--- config.mk ---
export PLATFORM = sky130hd
export DESIGN_NAME = cu_microsequencer
export DESIGN_NICKNAME = d
export VERILOG_FILES = /design/src/rtl/cu_microsequencer.sv
export SDC_FILE = /design/constraint.sdc
export NUM_CORES = 1
export LEC_CHECK = 0
export BUFFER_PORTS_ARGS = -buffer_cell sky130_fd_sc_hd__buf_2
export CAP_MARGIN = 20
export CORE_MARGIN = 2
export CORE_UTILIZATION = 50
export DETAILED_ROUTE_END_ITERATION = 7
export GPL_TIMING_DRIVEN = 0
export HOLD_SLACK_MARGIN = 0.15
export PLACE_DENSITY = 0.76
export SLEW_MARGIN = 20
export SYNTH_ARGS = -nofsm -noshare
export SYNTH_HDL_FRONTEND = slang
export SYNTH_SLANG_ARGS = --single-unit
--- constraint.sdc ---
create_clock -name clk -period 1.8 [get_ports clk]
set_input_delay 0.09 -clock clk [delete_from_list [all_inputs] [get_ports clk]]
set_output_delay 0.09 -clock clk [all_outputs]
set_load 0.01 [all_outputs]
--- src/rtl/cu_microsequencer.sv ---
// Microprogram sequencer: selects the next microstate address from the
// encoder, the control register or the incremented current address, with a
// single-level call/return register and a sticky sequencing-error flag.
//
// Next-address modes (n_sel), with ec = cond ^ inv:
//   000 enc_addr                 100 call: cr_addr, save inc
//   001 inc                      101 return: saved address (or RESET_ADDR + err)
//   010 ec ? cr_addr : inc       110 wait: ec ? inc : hold
//   011 ec ? cr_addr : enc_addr  111 hold
// stall freezes every register and outranks all modes.
module cu_microsequencer #(
   parameter int unsigned ADDR_W     = 8,
   parameter int unsigned RESET_ADDR = 0
) (
   input  logic              clk,
   input  logic              clr,
   input  logic              cond,
   input  logic              inv,
   input  logic [2:0]        n_sel,
   input  logic [ADDR_W-1:0] cr_addr,
   input  logic [ADDR_W-1:0] enc_addr,
   input  logic              stall,
   output logic [ADDR_W-1:0] state,
   output logic              ret_valid,
   output logic              err
);

   localparam logic [ADDR_W-1:0] L_RESET_ADDR = ADDR_W'(RESET_ADDR);
   localparam logic [ADDR_W-1:0] L_ONE        = ADDR_W'(1);

   typedef enum logic [2:0] {
      SEL_ENC    = 3'b000,
      SEL_INC    = 3'b001,
      SEL_BR_INC = 3'b010,
      SEL_BR_ENC = 3'b011,
      SEL_CALL   = 3'b100,
      SEL_RET    = 3'b101,
      SEL_WAIT   = 3'b110,
      SEL_HOLD   = 3'b111
   } sel_e;

   logic [ADDR_W-1:0] r_state;
   logic [ADDR_W-1:0] r_ret_addr;
   logic              r_ret_valid;
   logic              r_err;

   logic              w_ec;
   logic [ADDR_W-1:0] w_inc;
   logic [ADDR_W-1:0] w_state_nxt;
   logic [ADDR_W-1:0] w_ret_addr_nxt;
   logic              w_ret_valid_nxt;
   logic              w_err_nxt;

   assign w_ec  = cond ^ inv;
   assign w_inc = r_state + L_ONE;   // wraps naturally from all-ones to 0

   // Next-address selection and call/return bookkeeping for one microinstruction.
   always_comb begin
      w_state_nxt     = r_state;
      w_ret_addr_nxt  = r_ret_addr;
      w_ret_valid_nxt = r_ret_valid;
      w_err_nxt       = r_err;
      unique case (sel_e'(n_sel))
         SEL_ENC:    w_state_nxt = enc_addr;
         SEL_INC:    w_state_nxt = w_inc;
         SEL_BR_INC: w_state_nxt = w_ec ? cr_addr : w_inc;
         SEL_BR_ENC: w_state_nxt = w_ec ? cr_addr : enc_addr;
         SEL_CALL: begin
            // A second call overwrites the only return slot; flag the overflow.
            w_state_nxt     = cr_addr;
            w_ret_addr_nxt  = w_inc;
            w_ret_valid_nxt = 1'b1;
            if (r_ret_valid) w_err_nxt = 1'b1;
         end
         SEL_RET: begin
            if (r_ret_valid) begin
               w_state_nxt     = r_ret_addr;
               w_ret_valid_nxt = 1'b0;
            end else begin
               // Return with nothing saved: recover to the reset microstate.
               w_state_nxt = L_RESET_ADDR;
               w_err_nxt   = 1'b1;
            end
         end
         SEL_WAIT:   w_state_nxt = w_ec ? w_inc : r_state;
         SEL_HOLD:   w_state_nxt = r_state;
         default:    w_state_nxt = r_state;
      endcase
   end

   // Sequencer registers: async clear, frozen while stalled.
   always_ff @(posedge clk or negedge clr) begin
      if (!clr) begin
         r_state     <= L_RESET_ADDR;
         r_ret_addr  <= '0;
         r_ret_valid <= 1'b0;
         r_err       <= 1'b0;
      end else if (!stall) begin
         r_state     <= w_state_nxt;
         r_ret_addr  <= w_ret_addr_nxt;
         r_ret_valid <= w_ret_valid_nxt;
         r_err       <= w_err_nxt;
      end
   end

   assign state     = r_state;
   assign ret_valid = r_ret_valid;
   assign err       = r_err;

endmodule

# Word level (Yosys, flattened, before mapping)
# Cells that the tools add are included.
dict set report totals {
  reg_bits 18
  input_bits 24
  output_inout_bits 10
  elab_cells 33
}
dict set report classes {
  n_addsub 1
  n_eq_ne 10
  muxes 9
  bitwise 3
  n_reduce_logical 6
}
# op n
set ops {}
lappend ops {{8-bit one-hot mux with 7 select lines} 1}
lappend ops {{8-bit 2-to-1 mux} 4}
lappend ops {{3-bit == test (second input constant)} 4}
lappend ops {{8-bit by 1-bit adder with 8-bit output (second input constant)} 1}
lappend ops {{3-bit by 2-bit == test with 1-bit output (second input constant)} 2}
lappend ops {{2-bit inequality test (second input constant)} 3}
lappend ops {{1-bit one-hot mux with 2 select lines} 2}
lappend ops {{2-bit AND reduction} 2}
lappend ops {{4-bit AND reduction} 1}
lappend ops {{3-bit by 1-bit == test with 1-bit output (second input constant)} 1}
lappend ops {{3-bit logical NOT} 1}
lappend ops {{3-bit AND reduction} 1}
lappend ops {{1-bit 2-to-1 mux} 2}
lappend ops {{1-bit NOT} 2}
lappend ops {{2-bit nonzero test} 1}
lappend ops {{1-bit XOR} 1}

# Depth between registers and ports, before layout
# Gate-level depths: netlist (run 1).
dict set report logic_depth {
  word_depth 3
  mapped_depth 6
  mapped_depth_nobuf 6
}

# Worst setup path before layout (run 1)
# No wires, ideal clock.
dict set report synth_path {
  path_type {register -> register}
  from {register r_ret_valid, in the netlist ret_valid}
  to {register r_state[3], in the netlist state[3]}
  setup_time_ps 138
  t_arrival_ps 1329
  t_required_ps 1662
  path_slack_ps 333
  path_stages_with_launch 6
  n_path_buf 1
  period_less_slack_ps 1467
  cell_sequence {dfrtp_1 and3_4 buf_6 a221o_1 a221oi_2 o22ai_1}
}
dict set report synth_between {
  elab_chain_cells 2
}
# element line
set synth_lines {}
lappend synth_lines {{from (decl)} 44} ;# logic r_ret_valid;
lappend synth_lines {{from (signal assigned)} 101} ;# r_ret_valid <= w_ret_valid_nxt;
lappend synth_lines {{8-bit 2-to-1 mux} 76} ;# if (r_ret_valid) begin
lappend synth_lines {{8-bit one-hot mux with 7 select lines} 63} ;# unique case (sel_e'(n_sel))
lappend synth_lines {{to (signal assigned)} 99} ;# r_state <= w_state_nxt;
lappend synth_lines {{to (decl)} 42} ;# logic [ADDR_W-1:0] r_state;
# No other way between the ends.
# A chain may end at the register's enable or synchronous reset.

# Worst setup path in the final report (run 1)
dict set report layout_path {
  from {register r_state[2], in the netlist state[2]}
  to {register r_state[7], in the netlist state[7]}
}
dict set report layout_between {
  elab_chain_cells 3
  word_cells_on_any_way 4
  classes_between {add/sub (1); mux (3)}
}
# element line
set layout_lines {}
lappend layout_lines {{8-bit by 1-bit adder with 8-bit output (*)} 55} ;# assign w_inc = r_state + L_ONE;
lappend layout_lines {{8-bit 2-to-1 mux (on tied branches)} {85, 66}}
lappend layout_lines {{8-bit one-hot mux with 7 select lines (*)} 63}
# Mark *: on every way between the ends. The rest lies on a longest branch, timed or not. The select of a mux whose other input is x is not followed.

==> qor.yml, run 1 <==
synth-seq-cells: 18
clock_latency_ps: 310
fin_skew_ps: 11.7
yosysWarningCount: 0
antenna_found_initial: 0
dieArea_um2: 2600
criticalPathCategory: "reg2reg"
hp-class: "in2reg"
synth_top_area_share_pct: 40.8
r2r_end: "state[7]"
tightest_slew_ps: 762
ctsRootBufferMaster: "clkbuf_4"
cts_sinks: 18
critPathArrivalTime_ps: 1790
final-setup-viol-count: 0
remaining_drc_errors: 0
post_cts_resized: 0
drive_gt1_share_pct: 24.6
status: "finished, final reports clean"
rr_worst_depth: 5
wl_per_cell_um: 14.5
crit_end: "state[7]"
max_cap_violations: 0
syn_inst: 128
dp.final_hpwl_um: 2090
post-cts-setup-buffer-count: 0
power_mw: 1.28
area_growth_pct: 34.1
final_nets: 205
final_area_um2: 1480
fp.dieH_um: 51.0
antennaDiodeCount: 0
startpoint: "state[2]"
tns_ps: 0
final_antenna_net_count: 0
powerDensity_nw_per_um2: 862
grt_pass1_vias: 1096
async_flop_share_pct: 100
r2r_slack_ps: 240
gp_congestion: 0.883
grt_remaining_overflow: 0
die_x_um: 51.0
h-tree-depth: 1
route.vias.total: 1162
pin_count: 34
grt_usage_pct: 23.4
core_um2: 2150
yosysTopAreaCell: "dfrtp_1"
firstDrtPassIters: 5
synth-edff-count: 0
synth_area_leaders: "dfrtp_1 41%, nand2_1 7.1%, a22oi_1 4.1%"
critical_path_required_ps: 2030
slew_headroom_pct: 49.1
placed_area_um2: 1300
fmaxAchievable_mhz: 641
vias_per_cell: 5.61
vdd_ir_drop_max_mv: 0.694
min_period_ps: 1560
p_leak_nw: 0.704
rr_startpoint: "state[2]"
cts_buffer_depth: 2
cts_tree: "done"
grt_max_degree: 19
end_kind: "flip-flop"
drt-total-wl_um: 2990
start_util_pct: 51.4
cts_hold_buf: 14
fin_crit_sh_pct: 86.6
syn_nets: 153
ys_types: 35
drtIter0Drc: 56
syn_area_um2: 1100
slew_violations: 0
finalHoldViolCount: 0
synth.avg_cell_area_um2: 8.62
grt_pass1_wl_um: 4550
netlist_top_cells_count: "21 x nand2_1, 18 x dfrtp_1, 10 x nor2_1"
cts_buffers: 3
clkSlewWorstSetupHoldPaths_ps: 120
yosysMostFrequentCell: "nand2_1"
synth.yosys.seq_area_share_pct: 40.8
row_count: 17
rsz0062_at_grt: "false"
hold_ws_ps: 161
crit_fanout: 6
dominantRegCellSynth: "dfrtp_1"
io_buffers: 33
crit_path_start_kind: "flip-flop"
## power by group
group          internal [mW]  leakage [nW]  switching (mW)
registers              0.501         0.215          0.0917
clock network          0.124        0.0210           0.140
logic                  0.200         0.468           0.219
## layer usage
layer,global-route usage [%],part of all wire (%)
met5,0,0
met1,28.4,44
met2,40.5,48
met4,11.3,0.74
met3,3.22,6.4
## worst min path at each step
stage	start	to	slack [ps]	depth (start not counted)
final	cr_addr[2]	state[2]	160	4
after global routing	cr_addr[7]	state[7]	190	3
after CTS	cr_addr[7]	state[7]	160	3
after detailed placement	clr	r_ret_addr[3]	50	1
after global placement	clr	state[2]	40	1
after floorplan	clr	err	-210	0
## state kept, by name, summed over array words and instances (netlist names)
register	cells
ret_valid	1
state	8
err	1
r_ret_addr	8
## cell families (layout without fill, tap and decap cells)
family / after synthesis / in the layout / share of synthesized area, %
AND/OR/NAND/NOR: 56 / 56 / 24.6
AO/OA/AOI/OAI: 37 / 37 / 24.3
flip-flops: 18 / 18 / 40.8
buffers and inverters: 10 / 61 / 4.42
XOR/XNOR: 6 / 6 / 4.76
adder cells (fa/ha/maj): 1 / 1 / 1.13
## placed cells by master, fill, tap and decap left out, types with 4 or more instances in the layout
master / instances
buf_2: 36
nand2_1: 21
dfrtp_1: 18
dlygate4sd3_1: 14
nor2_1: 10
a22oi_1: 6
a21oi_1: 5
nor3_1: 5
a221oi_1: 5
xnor2_1: 4
and3_1: 4
inv_1: 4
o21ai_0: 4
## cell type report
type	count	area (µm²)
tap	28	35.0
inverter	4	15.0
buffer	6	33.8
sequential	18	450
timing repair buffer	47	305
clock buffer	4	36.3
fill	172	668
multi-input combinational	100	604
## metrics by stage
step / cells / worst slack (ps) / util (%)
3_3_place_gp: 189 / 159 / 60.7
2_1_floorplan: 128 / 333 / -
6_report: 207 / 241 / 68.9
3_5_place_dp: 189 / 151 / 60.7
5_1_grt: 207 / 112 / 68.9
4_1_cts: 207 / 269 / 68.9
## worst max-delay path, stage by stage, from the launching register on
cell     delay [ps]
dfrtp_1         460
nand3_1         230
nor3_1          310
xor2_1          220
nand2_1          80
a31oi_1         180
Note: power is estimated with default switching activity, not from simulation.
==> inputs of run 2 (changes only) <==
Settings changed: CORE_UTILIZATION 50 to 54, PLACE_DENSITY 0.76 to 0.82.
Clock period 1.8 ns to 2 ns, I/O delays scaled along.
==> qor.yml, run 2 (synthesized netlist as in run 1, its figures left out) <==
core_um2: 1940  # was 2150 µm²
route.vias.total: 1180  # was 1,162
fin_ws_ps: 143  # was 241 ps
status: "finished, final reports clean"  # unchanged
gp_congestion: 0.893  # was 0.883
grt_pass1_wl_um: 5190  # was 4550 µm
drt-total-wl_um: 2930  # was 2990 µm
grt_remaining_overflow: 0  # unchanged
rsz0062_at_grt: "false"  # unchanged
final_nets: 204  # was 205
finalHoldViolCount: 0  # unchanged
start_util_pct: 56.8  # was 51.4%
final_antenna_net_count: 0  # unchanged
tns_ps: 0  # unchanged
cts_buffer_depth: 2  # unchanged
finish.utilization_pct: 75.6  # was 68.9%
grt_use_met3_pct: 5.52  # was 3.22%
rr_worst_depth: 5  # unchanged
final_common_cell: "buf_2"  # unchanged
io_buffers: 33  # unchanged
min_period_ps: 1860
critical_path_required_ps: 2240  # was 2030 ps
regArea_um2: 450  # unchanged
powerDensity_nw_per_um2: 778  # was 862 nW/µm²
fin_crit_sh_pct: 92.8
antennaDiodeCount: 0  # unchanged
vias_per_cell: 5.76  # was 5.61
hp-class: "in2reg"  # unchanged
wl_per_cell_um: 14.3  # was 14.5 µm
firstDrtPassIters: 4  # was 5
drive_gt1_share_pct: 24.7  # was 24.6%
max_cap_violations: 0  # unchanged
whs_path_depth: 3  # was 4
path_cells: "buf_2, xnor2_1, nor2_1, o21ai_1, a222oi_1, dlygate4sd3_1, a21oi_1"  # was nand3_1, nor3_1, xor2_1, nand2_1, a31oi_1
p_leak_nw: 0.699  # was 0.704 nW
slew_headroom_pct: 50.3  # was 49.1%
dp_cells: 188  # was 189
remaining_drc_errors: 0  # unchanged
fin_skew_ps: 10.5  # was 11.7 ps
use_met1_pct: 37.2  # was 28.4%
cts_buffers: 3  # unchanged
vdd_ir_drop_max_mv: 0.646  # was 0.694 mV
max_stage_delay_ps: 620  # was 460 ps
end_kind: "flip-flop"  # unchanged
crit_path_start_kind: "input pin"  # was flip-flop
final_cell_mix: "36 x buf_2, 21 x nand2_1, 18 x dfrtp_1"  # unchanged
grt-busiest-layer: "met2"  # unchanged
h-tree-depth: 1  # unchanged
final-setup-viol-count: 0  # unchanged
clock_latency_ps: 300  # was 310 ps
n_fill_cell: 159  # was 172
ctsRootBufferMaster: "clkbuf_4"  # unchanged
area_growth_pct: 33.1  # was 34.1%
fmaxAchievable_mhz: 539
criticalPathCategory: "in2reg"  # was reg2reg
critPathArrivalTime_ps: 2090  # was 1790 ps
die_x_um: 49.2  # was 51.0 µm
stdcell_count: 205  # was 207
grt_usage_pct: 27.4  # was 23.4%
antenna_found_initial: 0  # unchanged
pin_count: 34  # unchanged
grt_max_degree: 19  # unchanged
tightest_slew_ps: 743  # was 762 ps
slew_violations: 0  # unchanged
grt_pass1_vias: 1158  # was 1,096
cts_sinks: 18  # unchanged
fp.dieH_um: 49.2  # was 51.0 µm
crit_fanout: 8  # was 6
cts_tree: "done"  # unchanged
use_met2_pct: 43.9  # was 40.5%
pre_cts_slack_ps: 408  # was 151 ps
dp.final_hpwl_um: 2110  # was 2090 µm
clkSlewWorstSetupHoldPaths_ps: 120  # about the same
drtIter0Drc: 57  # was 56
dieArea_um2: 2420  # was 2600 µm²
hold_ws_ps: 164  # was 161 ps
critPathSlowestCell: "dlygate4sd3_1"  # was dfrtp_1
multiInputGateArea_um2: 604  # unchanged
post-cts-setup-buffer-count: 0  # unchanged
row_count: 16  # was 17
-- run 2: final timing paths --
check                                 from       end  slack, ps
worst max-delay path                   inv  state[4]        140
worst min-delay path            cr_addr[7]  state[7]        160
worst max register to register   ret_valid  state[4]        350
worst min register to register         err       err        490
max in group asynchronous              clr       err       1460
min in group asynchronous              clr  state[3]        240
-- run 2: layout make-up --
type	instances	area share [%]
buffer	6	2.30
multi-input combinational	100	41.1
inverter	4	1.02
tap	27	2.30
clock buffer	4	2.47
timing repair buffer	46	20.1
sequential	18	30.7
-- run 2: power by group --
group          internal [mW]  switching [mW]  leakage (nW)
clock                  0.111           0.121        0.0210
sequential             0.451          0.0827         0.215
combinational          0.179           0.198         0.463
total                  0.741           0.402         0.699
-- run 2: routing by layer --
layer  routed length, µm  vias to the layer above
met4                  42                        0
met3                 205                        7
met2                1390                       57
met1                1290                      546
li1                    -                      570
met5                   0                        -
-- run 2: repair_timing --
item | CTS | global route
gates resized for setup | 0 | 0
hold endpoints to repair | 28 | 0
hold buffers | 13 | 0
-- run 2: per-stage QoR --
step           power [mW]  cell area, µm²
5_1_grt              1.22            1470
2_1_floorplan       0.753            1100
4_1_cts              1.14            1470
3_3_place_gp        0.874            1300
6_report             1.14            1470
3_5_place_dp        0.891            1300
-- run 2: critical path, delay by kind of cell --
kind | cells | cell delay (ps)
AND/OR/NAND/NOR | 1 | 90
buffers and inverters | 2 | 720
XOR/XNOR | 1 | 240
AO/OA/AOI/OAI | 3 | 930
